## src/rtl/bus_arbiter.sv

```systemverilog
// Round-robin two-master arbiter and one-hot slave decoder for the system bus.
// Ports: clock/reset, imem_* fetch port, dmem_* load/store port, bus_* slave side.
module bus_arbiter #(
  parameter logic [31:0] ROM_BASE   = 32'h00000000,
  parameter logic [31:0] ROM_MASK   = 32'h000000FF,
  parameter logic [31:0] SPI_BASE   = 32'h00100000,
  parameter logic [31:0] SPI_MASK   = 32'h000FFFFF,
  parameter logic [31:0] UART_BASE  = 32'h01000000,
  parameter logic [31:0] UART_MASK  = 32'h0000001F,
  parameter logic [31:0] CLINT_BASE = 32'h02000000,
  parameter logic [31:0] CLINT_MASK = 32'h0000FFFF,
  parameter logic [31:0] RAM_BASE   = 32'h80000000,
  parameter logic [31:0] RAM_MASK   = 32'h000FFFFF,
  parameter int          TIMEOUT    = 256
) (
  input  logic        clock,
  input  logic        reset,
  input  logic        imem_valid,
  input  logic [31:0] imem_addr,
  output logic        imem_ready,
  output logic [31:0] imem_rdata,
  output logic        imem_error,
  input  logic        dmem_valid,
  input  logic [31:0] dmem_addr,
  input  logic [31:0] dmem_wdata,
  input  logic [3:0]  dmem_wstrb,
  output logic        dmem_ready,
  output logic [31:0] dmem_rdata,
  output logic        dmem_error,
  output logic        bus_valid,
  output logic        bus_instr,
  output logic [31:0] bus_addr,
  output logic [31:0] bus_wdata,
  output logic [3:0]  bus_wstrb,
  output logic [4:0]  bus_sel,
  input  logic [31:0] bus_rdata,
  input  logic        bus_ready
);

  localparam int TW = (TIMEOUT > 2) ? $clog2(TIMEOUT) : 1;

  typedef enum logic [1:0] {
    IDLE = 2'd0,
    BUSY = 2'd1,
    ERR  = 2'd2
  } state_t;

  state_t        state;
  state_t        state_nx;
  logic [TW-1:0] timer;
  logic [31:0]   addr_q;
  logic [31:0]   wdata_q;
  logic [3:0]    wstrb_q;
  logic          instr_q;
  logic [4:0]    sel_q;
  logic          last_instr;

  logic          req_any;
  logic          grant_instr;
  logic [31:0]   req_addr;
  logic [4:0]    hit;
  logic [4:0]    sel_nx;
  logic          expired;

  assign req_any     = imem_valid | dmem_valid;
  // On a tie the master that did not win last time gets the bus.
  assign grant_instr = imem_valid & (~dmem_valid | ~last_instr);
  assign req_addr    = grant_instr ? imem_addr : dmem_addr;

  assign hit[0] = (req_addr & ~ROM_MASK)   == ROM_BASE;
  assign hit[1] = (req_addr & ~SPI_MASK)   == SPI_BASE;
  assign hit[2] = (req_addr & ~UART_MASK)  == UART_BASE;
  assign hit[3] = (req_addr & ~CLINT_MASK) == CLINT_BASE;
  assign hit[4] = (req_addr & ~RAM_MASK)   == RAM_BASE;

  // Isolate lowest set bit so overlaps pick the lowest slave index.
  assign sel_nx  = hit & (~hit + 5'd1);
  assign expired = timer == TW'(TIMEOUT - 1);

  assign bus_addr  = addr_q;
  assign bus_wdata = wdata_q;
  assign bus_instr = instr_q;

  always_ff @(posedge clock) begin
    if (reset) begin
      state      <= IDLE;
      timer      <= '0;
      addr_q     <= '0;
      wdata_q    <= '0;
      wstrb_q    <= '0;
      instr_q    <= 1'b0;
      sel_q      <= '0;
      last_instr <= 1'b1;
    end else begin
      state <= state_nx;
      if (state == IDLE && req_any) begin
        addr_q     <= req_addr;
        wdata_q    <= grant_instr ? 32'd0 : dmem_wdata;
        wstrb_q    <= grant_instr ? 4'd0 : dmem_wstrb;
        instr_q    <= grant_instr;
        sel_q      <= sel_nx;
        last_instr <= grant_instr;
        timer      <= '0;
      end else if (state == BUSY && !bus_ready) begin
        timer <= timer + TW'(1);
      end
    end
  end

  always_comb begin
    state_nx = state;
    unique case (state)
      IDLE: if (req_any) state_nx = (|hit) ? BUSY : ERR;
      BUSY: begin
        if (bus_ready)    state_nx = IDLE;
        else if (expired) state_nx = ERR;
      end
      ERR:     state_nx = IDLE;
      default: state_nx = IDLE;
    endcase
  end

  always_comb begin
    bus_valid  = 1'b0;
    bus_sel    = '0;
    bus_wstrb  = '0;
    imem_ready = 1'b0;
    imem_error = 1'b0;
    imem_rdata = '0;
    dmem_ready = 1'b0;
    dmem_error = 1'b0;
    dmem_rdata = '0;
    unique case (state)
      BUSY: begin
        bus_valid = 1'b1;
        bus_sel   = sel_q;
        bus_wstrb = wstrb_q;
        if (bus_ready) begin
          if (instr_q) begin
            imem_ready = 1'b1;
            imem_rdata = bus_rdata;
          end else begin
            dmem_ready = 1'b1;
            dmem_rdata = bus_rdata;
          end
        end
      end
      ERR: begin
        if (instr_q) begin
          imem_ready = 1'b1;
          imem_error = 1'b1;
        end else begin
          dmem_ready = 1'b1;
          dmem_error = 1'b1;
        end
      end
      default: ;
    endcase
  end

endmodule
```

## config.mk

```make
export PLATFORM = sky130hd
export DESIGN_NAME = bus_arbiter
export DESIGN_NICKNAME = d
export VERILOG_FILES = /design/src/rtl/bus_arbiter.sv
export SDC_FILE = /design/constraint.sdc
export NUM_CORES = 1
export LEC_CHECK = 0
export CAP_MARGIN = 20
export CORE_AREA = 8 8 102 104
export DETAILED_ROUTE_END_ITERATION = 7
export DIE_AREA = 0 0 110 112
export DONT_BUFFER_PORTS = 1
export PLACE_DENSITY = 0.72
export SLEW_MARGIN = 0
export SYNTH_ARGS = -nofsm -noshare
export SYNTH_HDL_FRONTEND = slang
export SYNTH_SLANG_ARGS = --single-unit
```

## constraint.sdc

```tcl
create_clock -name clock -period 2.3 [get_ports clock]
set_input_delay 0.115 -clock clock [delete_from_list [all_inputs] [get_ports clock]]
set_output_delay 0.115 -clock clock [all_outputs]
set_load 0.02 [all_outputs]
```

* Word level (Yosys, flattened, before mapping)
Cells that the tools add are included.
** Operators by class
- Bitwise operators :: 7
- Reduce and logical (&&, ||, !) cells :: 8
- Equal/unequal tests :: 9
- Add/sub/neg operators :: 2
- Multiplexer cells :: 25
** Operator list (count)
- two-way mux 32 bit :: 8
- logical NOT 32 bit :: 1
- equality test 27 x 20 -> 1 bit (second input constant) :: 1
- equality test 16 x 10 -> 1 bit (second input constant) :: 1
- equality test 12 x 1 -> 1 bit (second input constant) :: 1
- equality test 12 bit (second input constant) :: 1
- adder 8 x 1 -> 8 bit (second input constant) :: 1
- equality test 8 bit (second input constant) :: 1
- two-way mux 2 bit :: 4
- two-way mux 4 bit :: 2
- two-way mux 1 bit :: 7
- adder 5 x 1 -> 5 bit (second input constant) :: 1
- AND 5 bit :: 1
- two-way mux 5 bit :: 1
- NOT 5 bit :: 1
- OR reduction 5 bit :: 1
- case mux 1 bit (2 select lines) :: 2
- case mux 2 bit (2 select lines) :: 1
- != test 3 bit (second input constant) :: 1
- equality test 2 x 1 -> 1 bit (second input constant) :: 1
- equality test 2 bit (second input constant) :: 1
- logical AND 1 bit :: 2
- logical NOT 2 bit :: 1
- != test 2 bit (second input constant) :: 1
- 6 further kinds :: 8
** Storage, ports and cells
- Word-level logic and storage cells :: 59
- Input bits :: 137
- Output and inout bits :: 143
- Bits in registers :: 85

* Logic depth before layout (Yosys ltp)
- Depth in word-level cells :: 9
- Gate-level depth with buffers :: 7
- Mapped depth without buffers :: 7

* Least setup slack after synthesis
OpenSTA, ideal clock, no wires.
- Path type :: register to register
- Start :: reg last_instr
- End :: reg sel_q[3]
- Arrival time :: 1.792 ns
- Required time :: 2.230 ns
- Slack :: 0.438 ns
- Setup time :: 0.070 ns
- Cell stages (with the launch flop) :: 7
- Cell sequence :: dfxtp_1 a21bo_2 buf_2 or4_4 a22o_1 or3_1 a21oi_1
** Between the ends
- Cells in the longest elaborated chain, start to end :: 8
- Elaborated cells between the ends (all ways) :: 11
- Classes of those cells :: 1 x add/sub; 3 x eq/ne; 1 x mux; 5 x bitwise; 1 x reduce/logical
** RTL lines
- start, declared :: line 56 : logic last_instr;
- start signal, assigned :: line 102 : last_instr <= grant_instr;
- NOT 1 bit (*) :: line 67 : assign grant_instr = imem_valid & (~dmem_valid | ~last_instr);
- OR 1 bit (*) :: line 67
- AND 1 bit (*) :: line 67
- two-way mux 32 bit (*) :: line 68 : assign req_addr = grant_instr ? imem_addr : dmem_addr;
- equality test 27 x 20 -> 1 bit (tied with other cells) :: line 72 : assign hit[2] = (req_addr & ~UART_MASK) == UART_BASE;
- NOT 5 bit :: line 77 : assign sel_nx = hit & (~hit + 5'd1);
- adder 5 x 1 -> 5 bit :: line 77
- AND 5 bit (*) :: line 77
- end signal, assigned :: line 101 : sel_q <= sel_nx;
- end, declared :: line 55 : logic [4:0] sel_q;
Every way passes the cells marked *; elsewhere a longest branch is shown, timed or not.
A chain may end at the register's enable or synchronous reset.

* Final worst setup path
- Start :: reg state[1]
- End :: reg addr_q[22], in the netlist bus_addr[22]
** Between the ends
- Cells in the longest elaborated chain, start to end :: 2
** RTL lines
- start, declared :: line 48 : state_t state;
- start signal, assigned :: line 95 : state <= state_nx;
- logical NOT 2 bit :: line 96 : if (state == IDLE && req_any) begin
- logical AND 1 bit :: line 96
- end signal, assigned :: line 97 : addr_q <= req_addr;
- end, declared :: line 51 : logic [31:0] addr_q;
No other way between the ends.

==> impl_metrics.tcl <==
set metrics [dict create \
    port_buffers 0 \
    fillers 691 \
    async_reset_ff_share_pct 0 \
    num_vias 4179 \
    first_iter_violations 313 \
    cp-end-kind "flop" \
    clock_tree.buffer_depth 2 \
    cts_tree "built" \
    rrSetupSlack_ns 0.14 \
    routed_via_density 6.06 \
    setup-tns-final_ns 0 \
    power_mw 3.71 \
    place.gp.congestion 0.832 \
    drc 0 \
    ir_worst_vdd_mv 0.731 \
    rows 35 \
    r2r-end "bus_addr[22]$_SDFFE_PP0P_" \
    fin_area_mm2 0.00552 \
    use_met1_pct 23.8 \
    hold_depth 3 \
    die_area_mm2 0.0123 \
    timing.rr.start "state[1]$_SDFFE_PP0P_" \
    postSynthAreaPerCell_um2 8.46 \
    wl_um 15700 \
    place_inst 576 \
    dp_hpwl_um 10800 \
    yosys.area.top_type_share_pct 41.6 \
    cts-root-buf "clkbuf_8" \
    ys_ff_latch 85 \
    clock-sinks 85 \
    initial_core_util_pct 46.1 \
    setup_viol 0 \
    finalCritPeriodShare_pct 94.0 \
    grt_max_degree 42 \
    nNetsFinal 714 \
    worstPathArrival_ns 2.46 \
    timing_hold_violations_final 0 \
    syn_inst 484 \
    top_usage_layer "met2" \
    cap_violations 0 \
    netlist_top_cells_area "dfxtp_1, and2_1, a22o_1" \
    ys_top_cells_by_count "dfxtp_1, and2_1, nand2_1" \
    min_path_type "primary input to flop" \
    path_clk_slew_ns 0.09 \
    syn_to_final_growth_pct 34.8 \
    layout_min_cycle_time_ns 2.16 \
    coreArea_mm2 0.00889 \
    synth_most_common_cell "dfxtp_1" \
    grt_util_all_layers_pct 24.0 \
    tightest_slew_ns 0.560 \
    grt.overflow.total 0 \
    cts_setup_buffers 0 \
    status "completed" \
    post_drt_wl_per_cell_um 22.7 \
    crit_cells 6 \
    path_buf_inv 2 \
    worstHoldStart "imem_valid" \
    startpoint_type "flop" \
    firstDrtPassIters 5 \
    drv_slew 0 \
    slew-limit-headroom_pct 62.6 \
    antenna_found_initial 1 \
    ys_types 52 \
    ys.warnings.count 0 \
    ant_nets 0 \
    power.leakage_nw 2.17 \
    crit_required_ns 2.60 \
    cts_buffers 9 \
    die_h_um 112 \
    grt_util_met2_pct 42.7 \
    die_w_um 110 \
    netlist_area_mm2 0.00409 \
    fin_skew_ns 0.00950 \
    worstPathCellList "inv_1 -> ha_1 -> o21a_4 -> nor2_1 -> a311oi_1 -> dlygate4sd3_1" \
    rr_worst_depth 6 \
    critPathSlowestCell "dlygate4sd3_1" \
    p_per_area_mw_per_mm2 672 \
    grt_setup_unrepaired "no" \
    seq_area_frac_synth_pct 41.6 \
    synth_edf_count 0 \
    grt_pass1_vias 4302 \
    hold_end "state[1]$_SDFFE_PP0P_" \
    drive_gt1_share_pct 8.82 \
    ios 280 \
    fin_cells 690 \
    grt_pass1_wl_um 23100 \
    syn_nets 625 \
    gr-usage-met3_pct 9.01 \
    insertion_delay_ns 0.36 \
    slowest_delay_ns 0.59 \
    cp_top_family "buffers and inverters" \
    critical_path_class "flop to flop" \
    placed_area_mm2 0.00428 \
    synthFlopType "dfxtp_1" \
    fmax_ghz 0.463 \
    htree_levels 3 \
    synth_largest_area_cell "dfxtp_1" \
    crit_path_max_fanout 21 \
    startpoint "state[1]$_SDFFE_PP0P_" \
]
per-layer routing:
layer / wire [um] / up-vias
li1: - / 1889
met3: 1840 / 47
met4: 448 / 0
met5: 0 / -
met1: 5190 / 1966
met2: 8180 / 277
repair_timing:
item                                    in CTS  in global routing
endpoints found under the setup margin       0                  7
hold buffers                                97                  0
hold endpoints to repair                    77                  0
gates resized for setup                      0                  1
cells by family after synthesis:
| kind of cell | after synthesis | share of synthesized area, % |
|---|---|---|
| DFF | 85 | 41.6 |
| buffers and inverters | 39 | 4.03 |
| AOI/OAI and AO/OA | 102 | 20.8 |
| and+or+nand+nor | 242 | 29.7 |
| adders and majority gates | 4 | 1.22 |
| xor gates and xnor gates | 9 | 1.93 |
| muxes | 3 | 0.764 |
flip-flops by register name, indices dropped and copies added, names as in the netlist:
| name | count |
|---|---|
| bus_instr | 1 |
| sel_q | 5 |
| wstrb_q | 4 |
| timer | 8 |
| state | 2 |
| bus_wdata | 32 |
| last_instr | 1 |
| bus_addr | 32 |
cell type report:
class	count	area, um2	area share [%]
Sequential cell	85	1700	30.8
Clock inverter	7	128	2.31
Tap cell	111	139	2.52
Clock buffer	9	124	2.24
Multi-Input combinational cell	360	2250	40.8
Antenna cell	1	2.50	0.0454
Inverter	3	11.3	0.204
Timing Repair Buffer	114	1160	21.0
cells in the final DEF, fill, tap and decap left out, drive strengths merged, types with 4 or more instances in the layout:
cell | synthesis | routed
nor4 | 5 | 5
a22oi | 4 | 4
clkbuf | 28 | 9
nor3 | 6 | 6
nand4 | 5 | 5
or4 | 6 | 6
dlygate4sd3 | 0 | 96
dfxtp | 85 | 85
xor2 | 5 | 5
xnor2 | 4 | 4
and2 | 74 | 74
nand2 | 71 | 71
inv | 3 | 6
nand3 | 7 | 7
ha | 4 | 4
a22o | 37 | 37
buf | 7 | 18
a311oi | 30 | 30
nor2 | 53 | 53
a21oi | 8 | 8
how the worst max path moves through the flow:
stage,end,slack (ns)
floorplan,sel_q[3]$_SDFFE_PP0P_,0.44
global placement,sel_q[3]$_SDFFE_PP0P_,0.34
detailed placement,sel_q[3]$_SDFFE_PP0P_,0.33
CTS,bus_addr[30]$_SDFFE_PP0P_,0.16
global route,bus_addr[22]$_SDFFE_PP0P_,0.01
finish,bus_addr[22]$_SDFFE_PP0P_,0.14
worst register-to-register path, cell delays in order, from the launching register on:
cell and delay (ns):
dfxtp_1 0.34, inv_1 0.11, ha_1 0.31, o21a_4 0.34, nor2_1 0.11, a311oi_1 0.33
dlygate4sd3_1 0.59
stage by stage:
| step | utilization [%] | hold WS, ns | setup WS (ns) |
|---|---|---|---|
| after floorplan | - | 0.241 | 0.438 |
| after global placement | 48.1 | 0.196 | 0.343 |
| after detailed placement | 48.1 | 0.198 | 0.327 |
| after CTS | 62.0 | 0.0112 | 0.165 |
| after global routing | 62.1 | 0.0238 | 0.0148 |
| final | 62.1 | 0.0350 | 0.139 |
power by group:
part / switching [mW] / internal (mW)
combinational: 0.289 / 0.277
clock: 0.572 / 0.739
sequential: 0.237 / 1.60
Note: power is estimated with default switching activity, not from simulation.
